--- src/rtl/operand_fetch_stage.sv ---
// Decode/register-read stage: reads rs1/rs2, bypasses from X/M/W, stalls on
// load-use hazards and registers pc/inst/operands into the D/X register.

module operand_bypass (
    input  logic [4:0]  rs,
    input  logic [31:0] rdata,
    input  logic        x_val,
    input  logic        x_wen,
    input  logic        x_is_load,
    input  logic [4:0]  x_waddr,
    input  logic [31:0] x_wdata,
    input  logic        m_val,
    input  logic        m_wen,
    input  logic [4:0]  m_waddr,
    input  logic [31:0] m_wdata,
    input  logic        w_val,
    input  logic        w_wen,
    input  logic [4:0]  w_waddr,
    input  logic [31:0] w_wdata,
    output logic [31:0] value
);
    logic x_hit, m_hit, w_hit;

    // A load in X has no data yet, so it never forwards; older stages still may.
    assign x_hit = x_val && x_wen && !x_is_load && (x_waddr == rs);
    assign m_hit = m_val && m_wen && (m_waddr == rs);
    assign w_hit = w_val && w_wen && (w_waddr == rs);

    always_comb begin
        value = rdata;
        if (rs == 5'd0)  value = 32'd0;
        else if (x_hit)  value = x_wdata;
        else if (m_hit)  value = m_wdata;
        else if (w_hit)  value = w_wdata;
    end
endmodule

module operand_fetch_stage (
    input  logic        clk,
    input  logic        rst,
    input  logic        in_val,
    output logic        in_rdy,
    input  logic [31:0] in_pc,
    input  logic [31:0] in_inst,
    output logic [4:0]  raddr0,
    input  logic [31:0] rdata0,
    output logic [4:0]  raddr1,
    input  logic [31:0] rdata1,
    input  logic        x_val,
    input  logic        x_wen,
    input  logic        x_is_load,
    input  logic [4:0]  x_waddr,
    input  logic [31:0] x_wdata,
    input  logic        m_val,
    input  logic        m_wen,
    input  logic [4:0]  m_waddr,
    input  logic [31:0] m_wdata,
    input  logic        w_val,
    input  logic        w_wen,
    input  logic [4:0]  w_waddr,
    input  logic [31:0] w_wdata,
    input  logic        squash,
    output logic        out_val,
    input  logic        out_rdy,
    output logic [31:0] out_pc,
    output logic [31:0] out_inst,
    output logic [31:0] out_op0,
    output logic [31:0] out_op1,
    output logic [31:0] stall_count
);
    localparam logic [6:0] OP_JAL = 7'b1101111;
    localparam logic [6:0] OP_R   = 7'b0110011;
    localparam logic [6:0] OP_SW  = 7'b0100011;
    localparam logic [6:0] OP_BNE = 7'b1100011;

    logic [6:0]       opcode;
    logic             use0, use1;
    logic             load_use, drain_ok, accept, stall_inc;
    logic [1:0][4:0]  rs;
    logic [1:0][31:0] rdata;
    logic [1:0][31:0] byp;

    assign opcode = in_inst[6:0];
    assign raddr0 = in_inst[19:15];
    assign raddr1 = in_inst[24:20];
    assign use0   = (opcode != OP_JAL);
    assign use1   = (opcode == OP_R) || (opcode == OP_SW) || (opcode == OP_BNE);

    assign rs    = {raddr1, raddr0};
    assign rdata = {rdata1, rdata0};

    for (genvar k = 0; k < 2; k++) begin : g_byp
        operand_bypass u_byp (
            .rs(rs[k]), .rdata(rdata[k]),
            .x_val(x_val), .x_wen(x_wen), .x_is_load(x_is_load),
            .x_waddr(x_waddr), .x_wdata(x_wdata),
            .m_val(m_val), .m_wen(m_wen), .m_waddr(m_waddr), .m_wdata(m_wdata),
            .w_val(w_val), .w_wen(w_wen), .w_waddr(w_waddr), .w_wdata(w_wdata),
            .value(byp[k])
        );
    end

    assign load_use = in_val && x_val && x_wen && x_is_load && (x_waddr != 5'd0) &&
                      ((use0 && (x_waddr == raddr0)) || (use1 && (x_waddr == raddr1)));
    assign drain_ok  = !out_val || out_rdy;
    // Squash always takes the offer so fetch can be redirected; it is then dropped.
    assign in_rdy    = squash || (!load_use && drain_ok);
    assign accept    = in_val && in_rdy && !squash;
    assign stall_inc = load_use && !squash && drain_ok;

    always_ff @(posedge clk or negedge rst) begin
        if (!rst) begin
            out_val     <= 1'b0;
            out_pc      <= 32'd0;
            out_inst    <= 32'd0;
            out_op0     <= 32'd0;
            out_op1     <= 32'd0;
            stall_count <= 32'd0;
        end else begin
            if (squash) begin
                out_val <= 1'b0;
            end else if (accept) begin
                out_val  <= 1'b1;
                out_pc   <= in_pc;
                out_inst <= in_inst;
                out_op0  <= byp[0];
                out_op1  <= byp[1];
            end else if (out_val && out_rdy) begin
                out_val <= 1'b0;
            end
            if (stall_inc && (stall_count != 32'hFFFF_FFFF))
                stall_count <= stall_count + 32'd1;
        end
    end
endmodule

--- config.mk ---
export PLATFORM = sky130hd
export DESIGN_NAME = operand_fetch_stage
export DESIGN_NICKNAME = d
export VERILOG_FILES = /design/src/rtl/operand_fetch_stage.sv
export SDC_FILE = /design/constraint.sdc
export NUM_CORES = 1
export LEC_CHECK = 0
export CORE_AREA = 5 5 160 162
export DETAILED_ROUTE_END_ITERATION = 8
export DIE_AREA = 0 0 165 167
export GPL_TIMING_DRIVEN = 0
export PLACE_DENSITY = 0.76
export SYNTH_ARGS = -nofsm -noshare
export SYNTH_HDL_FRONTEND = slang
export SYNTH_SLANG_ARGS = --single-unit
--- constraint.sdc ---
create_clock -name clk -period 5.5 [get_ports clk]
set_clock_uncertainty 0.05 [all_clocks]
set_input_delay 1.1 -clock clk [delete_from_list [all_inputs] [get_ports clk]]
set_output_delay 1.1 -clock clk [all_outputs]
set_load 0.005 [all_outputs]
=== Word-level counts from Yosys, hierarchy flattened ===
Index checks and enable logic that the tools add are counted.

* Add/subtract/negate cells: 1
* Eq/ne operators: 11
* Muxes and demuxes: 11
* Bitwise logic cells: 1
* Reductions and logical operators: 38

{| class="wikitable"
|+ Operators with widths
! operator !! count
|-
| $mux 32 || 8
|-
| $add 32x1->32 const B || 1
|-
| $ne 32x32->1 const B || 1
|-
| $eq 5x5->1 || 6
|-
| $logic_and 1x1->1 || 24
|-
| $eq 7x6->1 const B || 2
|-
| $logic_not 5->1 || 2
|-
| $eq 7x7->1 const B || 1
|-
| $ne 7x7->1 const B || 1
|-
| $logic_or 1x1->1 || 5
|-
| $reduce_bool 5->1 || 1
|-
| $logic_not 1->1 || 4
|-
| $mux 1 || 3
|-
| $reduce_bool 3->1 || 1
|-
| $reduce_and 2->1 || 1
|-
| $not 1->1 || 1
|}

* Bits in registers: 161
* Input bits: 251
* Output and inout bits: 172
* Word-level logic and storage cells: 68

=== Longest topological paths before layout ===
Gate-level depths: netlist (run 1).

* Word-level depth: 13
* Mapped depth: 9
* Mapped depth without buffers: 7

=== By module ===
A second synthesis (run 1) with hierarchy kept.

* Cell total of the unflattened synthesis: 831
* Area total of the unflattened synthesis: 9628.0 um^2

{| class="wikitable"
|+ Modules (own cells, without submodules)
! module !! times used !! cells an instance !! area an instance (um^2) !! sequential area each (um^2)
|-
| operand_fetch_stage || 1 || 475 || 7170.6 || 4028.9
|-
| operand_bypass || 2 || 178 || 1228.7 || 0.0
|}

=== Worst setup path before layout (run 1) ===
OpenSTA, ideal clock, no wires.

* Path type: input to output
* From: input port in_inst[5]
* To: output port in_rdy
* Arrival time: 2.329 ns
* Required time: 4.350 ns
* Setup slack: 2.021 ns
* Stages on the path: 7
* Path buffers: 2
* Path through: nand3_1 -> a2111oi_0 -> nand3_1 -> a21boi_2 -> buf_4 -> buf_2 -> o21bai_1

* Cells in the longest elaborated chain, start to end: 9
* Elaborated cells on any way between the ends: 13
* Classes of those cells: eq/ne: 4; reduce/logical: 9

{| class="wikitable"
|+ Ends and longest elaborated chain
! what !! RTL line !! text
|-
| from (decl) || 44 || <nowiki>input logic [31:0] in_inst,</nowiki>
|-
| $eq 7x6->1 || 87 || <nowiki>assign use1 = (opcode == OP_R) || (opcode == OP_SW) || (opcode == OP_BNE);</nowiki>
|-
| $logic_or 1x1->1 (2 in series) || 87 ||
|-
| $logic_and 1x1->1 || 104 || <nowiki>((use0 && (x_waddr == raddr0)) || (use1 && (x_waddr == raddr1)));</nowiki>
|-
| $logic_or 1x1->1 (*) || 104 ||
|-
| $logic_and 1x1->1 (*) || 103 || <nowiki>assign load_use = in_val && x_val && x_wen && x_is_load && (x_waddr != 5'd0) &&</nowiki>
|-
| $logic_not 1->1 (*) || 107 || <nowiki>assign in_rdy = squash || (!load_use && drain_ok);</nowiki>
|-
| $logic_and 1x1->1 (*) || 107 ||
|-
| $logic_or 1x1->1 (*) || 107 ||
|-
| to (decl) || 42 || <nowiki>output logic in_rdy,</nowiki>
|}

Every way passes the cells marked *; elsewhere a longest branch is shown, timed or not.

=== Worst setup path after layout (run 1) ===
* From: input port in_inst[0]
* To: output port in_rdy

The elaborated chain is that of the path after synthesis.

==> qor.yml, run 1 <==
rrSetupSlack_ns: 2.83
slew_headroom: 0.476
whs_ns: 0.441
tightest_slew_ns: 0.779
r2r-start: "out_val"
p_sw_frac: 0.286
port_buffers: 421
crit_start: "in_inst[0]"
final.period_utilization: 0.933
path_class: "in2out"
grt_pass1_wl_um: 56300
antenna_found_initial: 0
fp.dieH_um: 167
cp_cell_sequence: "clkdlybuf4s50_1, nand3_1, a2111oi_0, nand3_1, a21boi_2, buf_4, buf_2, o21bai_1, clkdlybuf4s50_1"
io_pins: 423
clock_latency_ns: 0.42
sequentialPowerShare: 0.399
synth_cell_type_count: 47
num_vias: 9046
clk_pin_slew_worst_paths_ns: 0.07
post_cts_buffers: 0
postCtsHoldBufs: 0
place_area_sq_um: 13500
setup-violations-final: 0
syn_area_per_cell_sq_um: 10.2
seq_area_frac_synth: 0.456
synthArstFlopShare: 1.00
first_pass_iters: 5
min_path_type: "reg2reg"
grt_usage: 0.266
coreArea_sq_um: 24000
crit_slowest_cell: "a2111oi_0"
syn-num-nets: 1115
rsz0062_at_grt: "false"
drc: 0
rows: 57
status: "complete, no violations"
netlist_area_sq_um: 8830
pwr-share-comb: 0.260
yosys_warnings: 0
ff2ff_path_depth: 7
worst-path-buf-inv: 4
synth_top_area_share: 0.456
min_period_ns: 5.13
endpoint_kind: "primary output"
final_common_cell: "clkdlybuf4s50_1"
peakVddDrop_mv: 0.170
clockBufferDepth: 2
cts_num_sinks: 161
crit_path_start_kind: "primary input"
globalRouteOverflowTotal: 0
vias_per_cell: 5.51
p_sw_mw: 1.03
drt_iter0_drc: 682
synth_cells: 863
start_util: 0.368
fin_area_sq_um: 14100
die_w_um: 165
cp_slowest_stage_delay_ns: 0.58
finalPower_mw: 3.61
final_cell_mix: "420 x clkdlybuf4s50_1, 161 x dfrtp_1, 65 x nand2_1"
final_max_slew_viol_count: 0
cts_root_buf: "clkbuf_16"
wl_um: 37600
cp.arrival_ns: 3.98
grt_max_degree: 91
clkPwrFrac: 0.341
yosys_most_used_dff: "dfrtp_1"
synth_edf_count: 0
yosys.area.top_type: "dfrtp_1"
numCtsBuffers: 17
die_area_sq_um: 27600
post_cts_resized: 0
synthTopCellsByArea: "dfrtp_1 46%, a221o_1 7.3%, mux2_2 6.8%"
cap_violations: 0
cp_max_fo: 10
num_antenna_cells: 0
fin_nets: 1556
ant_nets: 0
worst-path-stages: 9
cp_top_family: "buffers and inverters"
synth-seq-cells: 161
critical_path_required_ns: 4.35
dp_hpwl_um: 29400
area_growth_pct: 59.6
finalHoldViolCount: 0
grt_pass1_vias: 9576
leakage_nw: 5.68
powerDensity_nw_per_um2: 256
wire_per_inst_um: 22.9
cts_tree: "yes"
min_path_cells: 1
hp-start: "stall_count[13]"
place.gp.congestion: 0.943
cts-htree-levels: 4
power.internal_mw: 2.58
drive_above_1_share: 0.107
max_freq_ghz: 0.195
logic make-up after synthesis:
logic type                 count (synthesis)  share of synthesized area
muxes                                     65                     0.0829
and+or+nand+nor                          269                      0.160
buffers and inverters                     83                     0.0547
xor gates and xnor gates                  61                     0.0605
DFF                                      161                      0.456
AOI/OAI and AO/OA                        223                      0.184
adders and majority gates                  1                    0.00142
metal layers:
layer  global-route usage  vias to the layer above  part of all wire
li1                     -                     4077                 -
met1                0.330                     4383              0.39
met2                0.436                      493              0.48
met3               0.0690                       93             0.088
met4                0.114                        0             0.041
met5                    0                        -                 0
state kept, by name (all words and copies together) (netlist names):
name	count
out_inst	32
stall_count	32
out_pc	32
out_val	1
out_op1	32
out_op0	32
synthesized netlist by cell type, types with 3 or more instances:
| library cell | number |
|---|---|
| nand2_1 | 65 |
| and3_1 | 7 |
| nor2_1 | 54 |
| o21ai_0 | 33 |
| buf_6 | 13 |
| nand4_1 | 15 |
| mux2_1 | 12 |
| xor2_1 | 23 |
| dfrtp_1 | 161 |
| and4_1 | 4 |
| nor3_1 | 7 |
| buf_4 | 14 |
| nand2b_1 | 3 |
| buf_2 | 16 |
| a211oi_1 | 32 |
| a21oi_1 | 47 |
| xnor2_1 | 38 |
| inv_1 | 3 |
| a21boi_0 | 32 |
| a31oi_1 | 10 |
| and2_1 | 37 |
| a221o_1 | 64 |
| nand3_1 | 23 |
| clkbuf_1 | 35 |
| nor4_1 | 38 |
| mux2_2 | 53 |
power groups by stage:
stage / sequential (mW) / clock (mW) / combinational, mW
after floorplan: 1.46 / 0 / 0.265
after global placement: 1.45 / 0 / 0.928
after detailed placement: 1.46 / 0 / 0.945
after CTS: 1.44 / 1.25 / 0.948
after global routing: 1.46 / 1.31 / 0.998
final: 1.44 / 1.23 / 0.939
layout make-up:
cell class                      count  area (sq um)
Inverter                            3          11.3
Clock buffer                       17           425
Timing Repair Buffer              422          4250
Tap cell                          324           405
Sequential cell                   161          4030
Fill cell                        2119          9870
Buffer                             80           472
Clock inverter                     15           183
Multi-Input combinational cell    619          4320
worst paths after layout:
| check | endpoint |
|---|---|
| worst max register to register | out_op0[26] |
| worst min-delay path | stall_count[13] |
| worst min register to register | stall_count[13] |
| min in group asynchronous | out_pc[6] |
| worst max-delay path | in_rdy |
| max in group asynchronous | out_op0[24] |
through the flow:
| step | worst slack, ns | cells | utilization | TNS (ns) |
|---|---|---|---|---|
| 3_5_place_dp | 0.339 | 1609 | 0.563 | 0 |
| 6_report | 0.367 | 1641 | 0.588 | 0 |
| 3_3_place_gp | -3.44 | 1608 | 0.561 | -552.02 |
| 5_1_grt | 0.199 | 1641 | 0.588 | 0 |
| 4_1_cts | 0.336 | 1641 | 0.588 | 0 |
| 2_1_floorplan | 2.02 | 863 | - | 0 |
worst reg2reg max path, cell delays in order (launching register included):
cell	delay (ns)
dfrtp_1	0.40
nor2b_1	0.15
nor2_1	0.27
and2_1	0.32
nand4_1	0.13
nor2_1	0.45
clkbuf_1	0.57
a221o_1	0.26
Note: power is estimated with default switching activity, not from simulation.
==> run 2: changes to the inputs <==
==> constraint.sdc (replaced) <==
create_clock -name clk -period 5.2 [get_ports clk]
set_clock_uncertainty 0.05 [all_clocks]
set_input_delay 1.04 -clock clk [delete_from_list [all_inputs] [get_ports clk]]
set_output_delay 1.04 -clock clk [all_outputs]
set_load 0.005 [all_outputs]
==> results of run 2 <==
Same layout as run 1 (identical final DEF). Status: complete, no violations.
Among the figures that moved: setup slack after placement 0.339 ns -> 0.159 ns; setup slack after layout 0.367 ns -> 0.187 ns; register-to-register setup slack 2.83 ns -> 2.53 ns; total power 3.61 mW -> 3.82 mW; worst IR drop on VDD 0.170 mV -> 0.180 mV
